**config.mk**
```make
export PLATFORM = sky130hd
export DESIGN_NAME = fifo_blk_ctrl
export DESIGN_NICKNAME = d
export VERILOG_FILES = /design/src/rtl/fifo_blk_ctrl.sv
export SDC_FILE = /design/constraint.sdc
export NUM_CORES = 1
export LEC_CHECK = 0
export CAP_MARGIN = 20
export CORE_MARGIN = 1.5
export CORE_UTILIZATION = 49
export CTS_BUF_LIST = sky130_fd_sc_hd__clkbuf_4 sky130_fd_sc_hd__clkbuf_8
export DETAILED_ROUTE_END_ITERATION = 16
export GPL_TIMING_DRIVEN = 0
export HOLD_SLACK_MARGIN = 0.05
export PLACE_DENSITY = 0.83
export SYNTH_ARGS = -nofsm -noshare
export SYNTH_HDL_FRONTEND = slang
export SYNTH_SLANG_ARGS = --single-unit
```
**constraint.sdc**
```tcl
create_clock -name clk -period 7.7 [get_ports clk]
set_input_delay 1.925 -clock clk [delete_from_list [all_inputs] [get_ports clk]]
set_output_delay 1.925 -clock clk [all_outputs]
set_load 0.02 [all_outputs]
```
**src/rtl/fifo_blk_ctrl.sv**
```systemverilog
// First-word-fall-through FIFO controller in front of a single-clock dual-port
// block RAM. The RAM has a registered read port and bypasses a same-cycle write
// to the read address. This block owns the pointers and occupancy, and presents
// the RAM read data as a valid/pop head-of-queue stream.
`timescale 1ns/1ps
module fifo_blk_ctrl #(
    parameter int DATAWIDTH = 4,
    parameter int ADDRWIDTH = 4
) (
    input  logic                 clk,
    input  logic                 reset,
    input  logic [DATAWIDTH-1:0] wr_data,
    input  logic                 we,
    output logic                 full,
    output logic [DATAWIDTH-1:0] rd_data,
    output logic                 rd_valid,
    input  logic                 rd,
    output logic [ADDRWIDTH:0]   count,
    output logic                 overflow,
    output logic                 underflow,
    output logic [DATAWIDTH-1:0] ram_wr_data,
    output logic [ADDRWIDTH-1:0] ram_wr_addr,
    output logic                 ram_we,
    output logic [ADDRWIDTH-1:0] ram_rd_addr,
    input  logic [DATAWIDTH-1:0] ram_rd_data
);

    localparam logic [ADDRWIDTH:0] DEPTH_CNT = (ADDRWIDTH+1)'(2**ADDRWIDTH);

    logic [ADDRWIDTH-1:0] wr_ptr_q, wr_ptr_d;
    logic [ADDRWIDTH-1:0] rd_ptr_q, rd_ptr_d;
    logic [ADDRWIDTH:0]   count_q, count_d;
    logic                 rd_valid_q, rd_valid_d;
    logic                 full_q, full_d;
    logic                 overflow_q, overflow_d;
    logic                 underflow_q, underflow_d;

    logic                 push, pop, fetch;
    logic [ADDRWIDTH:0]   pending;

    // Handshake decode; full is judged on the registered count, so a pop in the
    // same cycle never makes room for a push.
    assign push    = we & ~full_q;
    assign pop     = rd & rd_valid_q;
    assign pending = count_q - {{ADDRWIDTH{1'b0}}, rd_valid_q};
    assign fetch   = ((pending != '0) | push) & (~rd_valid_q | pop);

    assign ram_we      = push & ~reset;
    assign ram_wr_addr = wr_ptr_q;
    assign ram_wr_data = wr_data;
    // When idle, re-read the head's own slot so the registered RAM output
    // keeps showing the same word.
    assign ram_rd_addr = fetch ? rd_ptr_q : rd_ptr_q - ADDRWIDTH'(1);

    assign rd_data   = ram_rd_data;
    assign rd_valid  = rd_valid_q;
    assign count     = count_q;
    assign full      = full_q;
    assign overflow  = overflow_q;
    assign underflow = underflow_q;

    // Next-state for pointers, occupancy, head-valid and sticky error flags.
    always_comb begin
        wr_ptr_d    = wr_ptr_q;
        rd_ptr_d    = rd_ptr_q;
        count_d     = count_q;
        rd_valid_d  = fetch | (rd_valid_q & ~pop);
        overflow_d  = overflow_q | (we & full_q);
        underflow_d = underflow_q | (rd & ~rd_valid_q);

        if (push)
            wr_ptr_d = wr_ptr_q + ADDRWIDTH'(1);
        if (fetch)
            rd_ptr_d = rd_ptr_q + ADDRWIDTH'(1);

        case ({push, pop})
            2'b10:   count_d = count_q + (ADDRWIDTH+1)'(1);
            2'b01:   count_d = count_q - (ADDRWIDTH+1)'(1);
            default: count_d = count_q;
        endcase

        full_d = (count_d == DEPTH_CNT);
    end

    // State registers with synchronous reset; any in-flight RAM word is simply
    // abandoned because rd_valid drops.
    always_ff @(posedge clk) begin
        if (reset) begin
            wr_ptr_q    <= '0;
            rd_ptr_q    <= '0;
            count_q     <= '0;
            rd_valid_q  <= 1'b0;
            full_q      <= 1'b0;
            overflow_q  <= 1'b0;
            underflow_q <= 1'b0;
        end else begin
            wr_ptr_q    <= wr_ptr_d;
            rd_ptr_q    <= rd_ptr_d;
            count_q     <= count_d;
            rd_valid_q  <= rd_valid_d;
            full_q      <= full_d;
            overflow_q  <= overflow_d;
            underflow_q <= underflow_d;
        end
    end

endmodule

```
---- Yosys cells after proc, flatten, opt, wreduce, memory -nomap -nowiden ----
Index checks and enable logic that the tools add are counted.
storage, ports and cells
  bits of input ports ..................... 12
  output and inout port bits .............. 26
  word-level logic and storage cells ...... 35
  register bits after elaboration ......... 17
cells by class
  add/subtract/negate cells ............... 6
  reduce and logical (&&, ||, !) cells .... 1
  eq/ne operators ......................... 3
  multiplexer cells ....................... 2
  bitwise operators ....................... 16
operator list
  operator             count
  $pmux 5 s2           1
  $add 4x1->4 const B  2
  $and 1x1->1          7
  $add 5x1->5 const B  1
  $eq 5x5->1 const B   1
  $or 1x1->1           5
  $reduce_bool 5->1    1
  $sub 5x1->5          1
  $sub 5x1->5 const B  1
  $mux 4               1
  $not 1->1            4
  $sub 4x1->4 const B  1
  $eq 2x1->1 const B   1
  $eq 2x2->1 const B   1

---- Longest topological paths before layout ----
  depth after elaboration ................. 5
  depth in mapped cells ................... 11
  gate-level depth less buffers ........... 10

---- Least setup slack after synthesis ----
No wires, ideal clock.
  kind .................................... input-to-output
  from .................................... input we
  to ...................................... output ram_rd_addr[1]
  required time ........................... 5.775 ns
  path buffers ............................ 0
  setup slack ............................. 2.877 ns
  stages .................................. 4
  data arrival time ....................... 2.898 ns
  cell sequence ........................... nor2b_4 > inv_2 > a31oi_4 > mux2i_1
between the ends
  cells in the longest elaborated chain, start to end .. 4
ends and longest elaborated chain
  item                RTL line  source
  start: declaration  13        input logic we,
  $and 1x1->1         43        assign push = we & ~full_q;
  $or 1x1->1          46        assign fetch = ((pending != '0) | push) & (~rd_valid_q | pop);
  $and 1x1->1         46
  $mux 4              53        assign ram_rd_addr = fetch ? rd_ptr_q : rd_ptr_q - ADDRWIDTH'(1);
  end: declaration    24        output logic [ADDRWIDTH-1:0] ram_rd_addr,
Every way passes these cells.

---- Final worst setup path ----
  from .................................... input we
  to ...................................... output ram_rd_addr[2]
Same word-level chain as after synthesis.

==> key figures <==
Worst setup path
  – RR Endpoint: full
  – Setup crit end kind: primary output
  – CP required: 5780 ps
  – Stages on worst setup path: 7
  – Crit path launch: we
  – Crit path max fanout: 8
  – Crit start category: primary input
  – Worst Reg-to-Reg Cells: 11
  – Buffers & Inverters on Critical Path: 3
  – Critical Path Sink: ram_rd_addr[2]
  – CP Cell Sequence: clkdlybuf4s50_1 -> nor2b_4 -> inv_2 -> a31oi_4 -> nand2b_1 -> xnor2_1 -> clkdlybuf4s50_1
  – Critical path's top delay family: buffers and inverters
  – CP max stage cell: clkdlybuf4s50_1
  – Worst EP arrival: 3910 ps
  – R2R Path Start: full
  – Cell repeated most along the worst path: clkdlybuf4s50_1
  – Reg-to-reg slack, setup: 5180 ps
  – Worst path max stage delay: 610 ps
  – Crit Path Class: primary input to primary output

Route
  – Drt initial violations: 15
  – Met3 WL post-DR: 114 um
  – Uppermost layer routed: met4
  – Avg WL per Cell: 12.1 um
  – Vias post-DR: 877
  – Metal2 WL: 1.10 mm
  – DRC Markers: 0
  – Via-to-Cell Ratio: 5.07
  – Final wirelength: 2.09 mm
  – M1 WL: 852 um
  – DRT Pass-1 Iters: 4
  – Post-DRT Antenna Nets: 0

Global routing
  – Antenna violations before repair: 0
  – Vias in the first global route: 845
  – Global-route wire length before repair: 3.64 mm
  – Gr usage total: 19.8%
  – Largest net degree at the start of global routing: 11
  – Grt total ovfl: 0

Clocking
  – H-tree depth: 1
  – Clock slew at the register clock pins of the worst setup and hold paths: 90 ps
  – TritonCTS Sinks: 17
  – Root buffer cell: clkbuf_4
  – Skew-Pair Late Insertion Delay: 300 ps
  – Clock Path Buffers: 2
  – PostCTS Resize Cnt: 0
  – Setup Fix Bufs, Post-CTS: 0
  – CTS Hold Bufs: 0
  – CTS tree: built
  – Num CTS Buffers: 3

Final layout
  – N_diodes: 0
  – Total Nets Final: 166
  – Share of post-route cells with drive strength above 1: 16.4%
  – Commonest non-fill, non-tap cell in the layout: clkdlybuf4s50_1
  – Area Growth Syn to Fin: 33.0%
  – Util after Layout: 69.5%
  – Commonest non-fill, non-tap cells in the layout: 28 x clkdlybuf4s50_1, 20 x nor2_1, 17 x dfxtp_1
  – Final Instance Area: 0.00138 mm2

Synth
  – Post-synth EDFFs: 0
  – Main synth FF type: dfxtp_1
  – Library cells used by synthesis: 32
  – Number of synthesized register bits: 17
  – Cells after synthesis: 114
  – Synthesized area: 0.00104 mm2
  – Syn nets: 133
  – Sequential fraction of the synthesis area: 32.9%
  – Avg Synthesized Cell Area: 9.09 um2
  – YS warnings: 0
  – Post-synth ARST share: 0%

STA
  – Fin. max-slew vios: 0
  – Slew @ Worst Pin: 417 ps
  – Setup WS post-layout: 1870 ps
  – Setup TNS: 0 ps
  – Final-report hold violation count: 0
  – Fmax: 171 MHz
  – Final setup vio count: 0
  – RSZ-0062 raised after global routing: no
  – Period utilization: 75.7%
  – Rel. slew slack: 72.2%
  – Worst Clk Skew: 3.27 ps
  – Min Tclk post-route: 5830 ps

Pwr
  – Total power draw: 0.338 mW
  – Pleak: 0.575 nW
  – VDD IR max: 0.147 mV
  – Pwr/cell area: 245 mW/mm2

Worst hold path
  – Hold path start: underflow
  – HP Class: register to register

Status
  – Status: finished, final reports clean

Placed design
  – Place WS: 1870 ps
  – Buffers on Ports: 28
  – DP Area: 0.00135 mm2
  – Final Wtd Congestion: 0.796
  – Hpwl dp: 1.65 mm

Floorplan
  – Die X: 49.0 um
  – Ports: 38
  – Initial Util: 52.3%
  – Core area: 0.00198 mm2
  – Die extent in y: 49.0 um
  – Num rows: 16
  – Full die area: 0.00240 mm2

Run
  – Max-cap check violation count: 0
## power breakdown
part | total, mW | internal (mW) | switching [mW] | leakage (nW)
combinational | 0.172 | 0.0865 | 0.0858 | 0.418
sequential | 0.118 | 0.100 | 0.0175 | 0.139
clock | 0.0474 | 0.0194 | 0.0281 | 0.0177
total | 0.338 | 0.206 | 0.131 | 0.575
## sequential cells by signal, indices dropped and copies added (netlist names)
register,cells
overflow,1
count,5
full,1
rd_ptr_q,4
ram_wr_addr,4
underflow,1
rd_valid,1
## synthesized netlist by cell type, drive strengths merged (2+ instances only)
master / number / area share (%)
nor2: 20 / 7.2
mux2i: 3 / 2.9
nand2: 5 / 1.8
ha: 7 / 8.5
xnor2: 6 / 5.1
nand4: 2 / 1.2
a211oi: 2 / 1.4
dfxtp: 17 / 33
buf: 11 / 7.9
clkbuf: 2 / 0.72
xor2: 9 / 7.6
a31oi: 2 / 2.7
inv: 6 / 2.2
nor2b: 3 / 2.5
nor4: 2 / 2.4
a21oi: 6 / 2.9
## final cells by class
class	count	area (um2)
fillers	150	604
multi-input cells	78	584
flip-flops and latches	17	340
repair buffers	28	280
plain buffers	13	88.8
well taps	27	33.8
clock buffers	3	22.5
inverters	6	22.5
clock inverters	1	5.00
## through the flow
stage	instances	hold WS, ps
global route	173	505
global placement	169	446
floorplan	114	498
CTS	173	480
finish	173	476
detailed placement	169	457
## worst min-delay path, stage by stage (launching register included)
cell and delay (ps):
dfxtp_1 340, a21oi_1 40, nor2_1 70
## worst min path at each step
stage             endpoint  cells after the start
6_report         underflow                      2
5_1_grt          underflow                      2
4_1_cts          underflow                      2
3_5_place_dp     underflow                      2
3_3_place_gp     underflow                      2
2_1_floorplan  rd_ptr_q[3]                      2
## kinds of logic (layout without fill, tap and decap cells)
family | after synthesis | in the layout | share of synthesized area (%)
fa+ha+maj | 7 | 7 | 8.45
buf+inv | 19 | 51 | 10.7
flops | 17 | 17 | 32.9
xor+xnor | 15 | 15 | 12.7
mux | 4 | 4 | 3.99
compound gates | 14 | 14 | 10.1
simple gates | 38 | 38 | 21.1
## metal layers
| layer | up-vias | GRT usage (%) |
|---|---|---|
| li1 | 436 | - |
| met4 | 0 | 7.14 |
| met2 | 27 | 36.5 |
| met3 | 5 | 5.83 |
| met1 | 409 | 21.1 |
| met5 | - | 0 |
No activity file was read; power rests on OpenSTA's default activity.
